File: src/rtl/prbs_checker_multi.sv
// rtl/prbs_checker_multi.sv - PRBS7/15/23/31 checker with self-synchronising lock FSM and error counters
module prbs_checker_multi #(
    parameter int CNT_W      = 32,
    parameter int LOCK_CNT   = 32,
    parameter int WIN_BITS   = 1024,
    parameter int ERR_THRESH = 16
) (
    input  logic             clk,
    input  logic             rst,
    input  logic             data_in,
    input  logic             data_in_valid,
    input  logic [1:0]       poly_sel,
    input  logic             clr_cnt,
    output logic             locked,
    output logic             lost_lock,
    output logic             err_out,
    output logic [CNT_W-1:0] total_bits,
    output logic [CNT_W-1:0] total_bit_errors
);
    localparam int WB_W = $clog2(WIN_BITS + 1);
    localparam int WE_W = $clog2(ERR_THRESH + 1);
    localparam logic [7:0]      LOCK_LAST = 8'(LOCK_CNT - 1);
    localparam logic [WB_W-1:0] WIN_LAST  = WB_W'(WIN_BITS - 1);
    localparam logic [WE_W-1:0] ERR_LIM   = WE_W'(ERR_THRESH);

    typedef enum logic [1:0] {SEED, CHECK, LOCKED} state_t;

    state_t            state_q, state_d;
    logic [30:0]       hist_q, hist_d;
    logic [4:0]        seed_q, seed_d;
    logic [7:0]        good_q, good_d;
    logic [WB_W-1:0]   win_q, win_d;
    logic [WE_W-1:0]   werr_q, werr_d, werr_inc;
    logic [1:0]        poly_q;
    logic [CNT_W-1:0]  tbits_q, tbits_d, terr_q, terr_d;
    logic              err_q, err_d, lost_q, lost_d;
    logic [4:0]        ord_m1, tap_m1;
    logic              pred, mism;

    always_ff @(posedge clk) begin
        poly_q <= poly_sel;
        if (rst) begin
            state_q <= SEED;
            hist_q  <= '0;
            seed_q  <= '0;
            good_q  <= '0;
            win_q   <= '0;
            werr_q  <= '0;
            tbits_q <= '0;
            terr_q  <= '0;
            err_q   <= 1'b0;
            lost_q  <= 1'b0;
        end else begin
            state_q <= state_d;
            hist_q  <= hist_d;
            seed_q  <= seed_d;
            good_q  <= good_d;
            win_q   <= win_d;
            werr_q  <= werr_d;
            tbits_q <= tbits_d;
            terr_q  <= terr_d;
            err_q   <= err_d;
            lost_q  <= lost_d;
        end
    end

    always_comb begin
        case (poly_sel)
            2'd0:    begin ord_m1 = 5'd6;  tap_m1 = 5'd5;  end
            2'd1:    begin ord_m1 = 5'd14; tap_m1 = 5'd13; end
            2'd2:    begin ord_m1 = 5'd22; tap_m1 = 5'd17; end
            default: begin ord_m1 = 5'd30; tap_m1 = 5'd27; end
        endcase
        pred     = hist_q[ord_m1] ^ hist_q[tap_m1];
        mism     = data_in ^ pred;
        werr_inc = werr_q + WE_W'(mism);

        state_d = state_q;
        hist_d  = hist_q;
        seed_d  = seed_q;
        good_d  = good_q;
        win_d   = win_q;
        werr_d  = werr_q;
        err_d   = 1'b0;
        lost_d  = 1'b0;
        tbits_d = clr_cnt ? '0 : tbits_q;
        terr_d  = clr_cnt ? '0 : terr_q;

        if (poly_sel != poly_q) begin
            lost_d  = (state_q == LOCKED);
            state_d = SEED;
            seed_d  = '0;
        end else if (data_in_valid) begin
            case (state_q)
                SEED: begin
                    hist_d = {hist_q[29:0], data_in};
                    if (seed_q == ord_m1) begin
                        state_d = CHECK;
                        seed_d  = '0;
                        good_d  = '0;
                    end else begin
                        seed_d = seed_q + 5'd1;
                    end
                end
                CHECK: begin
                    hist_d = {hist_q[29:0], data_in};
                    if (mism) begin
                        state_d = SEED;
                        seed_d  = '0;
                    end else if (good_q == LOCK_LAST) begin
                        state_d = LOCKED;
                        win_d   = '0;
                        werr_d  = '0;
                    end else begin
                        good_d = good_q + 8'd1;
                    end
                end
                LOCKED: begin
                    // Feed back the prediction so a single channel error counts once.
                    hist_d = {hist_q[29:0], pred};
                    if (!(&tbits_d)) tbits_d = tbits_d + 1'b1;
                    if (mism) begin
                        err_d = 1'b1;
                        if (!(&terr_d)) terr_d = terr_d + 1'b1;
                    end
                    if (werr_inc == ERR_LIM) begin
                        state_d = SEED;
                        seed_d  = '0;
                        lost_d  = 1'b1;
                    end else if (win_q == WIN_LAST) begin
                        win_d  = '0;
                        werr_d = '0;
                    end else begin
                        win_d  = win_q + 1'b1;
                        werr_d = werr_inc;
                    end
                end
                default: state_d = SEED;
            endcase
        end
    end

    assign locked           = (state_q == LOCKED);
    assign lost_lock        = lost_q;
    assign err_out          = err_q;
    assign total_bits       = tbits_q;
    assign total_bit_errors = terr_q;
endmodule
File: config.mk
export PLATFORM = sky130hd
export DESIGN_NAME = prbs_checker_multi
export DESIGN_NICKNAME = d
export VERILOG_FILES = /design/src/rtl/prbs_checker_multi.sv
export SDC_FILE = /design/constraint.sdc
export NUM_CORES = 1
export LEC_CHECK = 0
export BUFFER_PORTS_ARGS = -buffer_cell sky130_fd_sc_hd__clkbuf_2
export CORE_MARGIN = 2
export CORE_UTILIZATION = 59
export DETAILED_ROUTE_END_ITERATION = 10
export PLACE_DENSITY = 0.89
export SLEW_MARGIN = 20
export SYNTH_ARGS = -nofsm -noshare
export SYNTH_HDL_FRONTEND = slang
export SYNTH_SLANG_ARGS = --single-unit
File: constraint.sdc
create_clock -name clk -period 4.2 [get_ports clk]
set_clock_uncertainty 0.2 [all_clocks]
set_input_delay 0.21 -clock clk [delete_from_list [all_inputs] [get_ports clk]]
set_output_delay 0.21 -clock clk [all_outputs]
set_load 0.05 [all_outputs]
==> flow_summary.json <==
{
  "status": "complete, no violations",
  "post_cts_buffers": 0,
  "grt_max_degree": 73,
  "grt_pass1_vias": 5626,
  "peakVddDrop_uv": 253,
  "setup_viol": 0,
  "leakagePower_nw": 2.71,
  "io_pins": 74,
  "first_iter_violations": 530,
  "p_clk_share_pct": 51.8,
  "cp_data_required_time_ns": 4.45,
  "drv_cap": 0,
  "core_sq_mm": 0.0108,
  "period_minus_slack_ns": 3.68,
  "viasPerCell": 6.02,
  "numPortBuffers": 73,
  "ant_nets": 0,
  "p_per_area_mw_per_mm2": 357,
  "syn_area_per_cell_sq_um": 8.07,
  "antenna_cells": 0,
  "cts_buffers": 17,
  "placed_cell_area_sq_mm": 0.00701,
  "final_area_sq_mm": 0.00764,
  "dr.pass1.iters": 7,
  "fmax_ghz": 0.271,
  "synthCells": 814,
  "highest-signal-layer": "met4",
  "rsz0062_at_grt": "false",
  "fp.dieH_microns": 110,
  "synth_edf_count": 0,
  "path_clk_slew_ns": 0.06,
  "met2WireLength_microns": 7650,
  "dieArea_sq_mm": 0.0120,
  "worstSetupEndpointType": "flop",
  "worst_pin_slew_ns": 0.939,
  "gp_congestion": 0.856,
  "period_share_pct": 87.7,
  "antenna_found_initial": 0,
  "nets": 895,
  "switching_share_pct": 21.7,
  "netlist_top_cells_count": "dfxtp_1, nand2_1, a21oi_1",
  "fp.dieW_microns": 110,
  "grt_pass1_wl_microns": 25200,
  "synth_nets": 833,
  "cp_max_fo": 30,
  "drt-met1-wl_microns": 6610,
  "critPathArrivalTime_ns": 3.94,
  "ys.flop_type": "dfxtp_1",
  "async_reset_ff_share_pct": 0,
  "crit_type": "flop to flop",
  "grt.total_usage_pct": 26.4,
  "postCtsResizedCells": 0,
  "synthTopCellsByArea": "dfxtp_1, a21oi_1, nand2_1, xnor2_1, nor2_1",
  "htreeDepth": 4,
  "p_seq_share_pct": 45.3,
  "grt_overflow": 0,
  "drive_gt1_share_pct": 14.3,
  "yosysTopAreaCell": "dfxtp_1",
  "cp-start-kind": "flop",
  "vias": 6188,
  "clockBufferDepth": 2,
  "p_switching_w": 0.000593,
  "cts_sinks": 130,
  "cts_root_buf": "clkbuf_8",
  "ys_ff_latch": 130,
  "totalWireLength_microns": 15500,
  "wl_met3_microns": 859,
  "area_growth_pct": 16.3,
  "setup_tns_ns": 0,
  "drv_slew": 0,
  "hold_class": "primary input to flop",
  "drc": 0,
  "initial_core_util_pct": 60.6,
  "cts_tree": "yes",
  "hold_viol": 0,
  "comb_power_share_pct": 2.9,
  "clock_latency_ns": 0.53,
  "ys_seq_area_share_pct": 39.6,
  "synth_most_common_cell": "dfxtp_1",
  "wl_per_cell_microns": 15.0,
  "syn_area_sq_mm": 0.00657,
  "power.internal_w": 0.00214,
  "synth_top_area_share_pct": 39.6,
  "fp-row-count": 38,
  "yosysWarnings": 0,
  "place.detailed.hpwl_microns": 10200,
  "synth.distinct_cells": 60,
  "slew_headroom_pct": 35.7
}
state kept, by name (all words and copies together), names as in the netlist, 5 cells and up:
signal	cells
good_q	8
hist_q	31
werr_q	5
total_bits	32
seed_q	5
total_bit_errors	32
win_q	11
worst paths after layout:
path	from	endpoint	slack, ns	cells past startpoint
max reg2reg	hist_q[13]	win_q[7]	0.52	12
max	hist_q[13]	win_q[7]	0.52	12
min reg2reg	hist_q[8]	hist_q[9]	0.25	2
min	clr_cnt	total_bits[1]	0.06	4
cell families after synthesis:
group / Yosys count / share of synthesized area, %
XOR/XNOR: 50 / 6.95
adder cells (fa/ha/maj): 12 / 2.28
multiplexers: 8 / 1.48
AND/OR/NAND/NOR: 390 / 31.6
buffers and inverters: 73 / 4.23
AO/OA/AOI/OAI: 151 / 13.9
flip-flops: 130 / 39.6
critical path, cell delays in order, from the launching register on:
cell	delay, ns
dfxtp_1	0.39
xnor2_1	0.10
mux4_2	0.55
xnor2_4	0.18
inv_2	0.06
ha_1	0.21
ha_1	0.30
nor2_1	0.07
nand2_1	0.08
o2111ai_1	0.11
a211o_1	0.57
or4_1	0.61
a21oi_1	0.17
power by group through the flow:
stage	sequential, W	combinational, W	clock, W
4_1_cts	0.00124	0.0000757	0.00143
3_5_place_dp	0.00126	0.0000718	0
2_1_floorplan	0.00126	0.0000523	0
6_report	0.00124	0.0000779	0.00142
5_1_grt	0.00124	0.0000842	0.00148
3_3_place_gp	0.00126	0.0000712	0
per-layer routing:
layer	vias to the layer above	GRT usage [%]
li1	3046	-
met1	2886	31.5
met2	221	45.5
met3	35	5.57
met4	0	12.1
met5	-	0
layout make-up:
| cell class | count | area, sq um |
|---|---|---|
| clock buffers | 21 | 459 |
| repair buffers | 85 | 468 |
| inverters | 31 | 116 |
| well taps | 140 | 175 |
| fillers | 831 | 3200 |
| multi-input cells | 611 | 3710 |
| flip-flops and latches | 130 | 2600 |
| clock inverters | 10 | 109 |
cells in the final DEF, fill, tap and decap left out, drive strengths merged, types with 4 or more instances in the layout:
cell         synthesis  routed
nor2                70      70
xor2                12      12
dfxtp              130     130
and4b                6       6
nor2b               23      23
nand4               22      22
or4                 19      19
dlygate4sd3          0       5
or3                 17      17
nand2b               5       5
xnor2               38      38
and3                19      19
nand4b               6       6
a31oi                5       5
and2                 5       5
o21ai               25      25
mux2                 4       4
buf                  3       8
nor3                13      13
nor3b                7       7
inv                 30      30
nor4                17      17
nand2               99      99
ha                  12      12
o31ai                7       7
o311ai               4       4
o211ai               6       6
clkbuf              39      93
nand3               42      42
clkinv               1       7
and4                 8       8
a21oi               76      76
through the flow:
stage               total power, W  utilization (%)  instances  hold slack (ns)  setup slack [ns]
detailed placement         0.00134             64.6        992            0.216             0.550
global placement           0.00133             64.6        992            0.215             0.660
floorplan                  0.00132                -        814           0.0377             0.805
global route               0.00280             70.5       1028            0.102             0.304
CTS                        0.00274             70.3       1028           0.0357             0.514
finish                     0.00273             70.5       1028           0.0631             0.516
timing repair:
item	in CTS	in global routing
hold buffers	5	0
endpoints found under the hold margin	16	0
setup endpoints to repair	0	0
(Power assumes the default switching activity.)
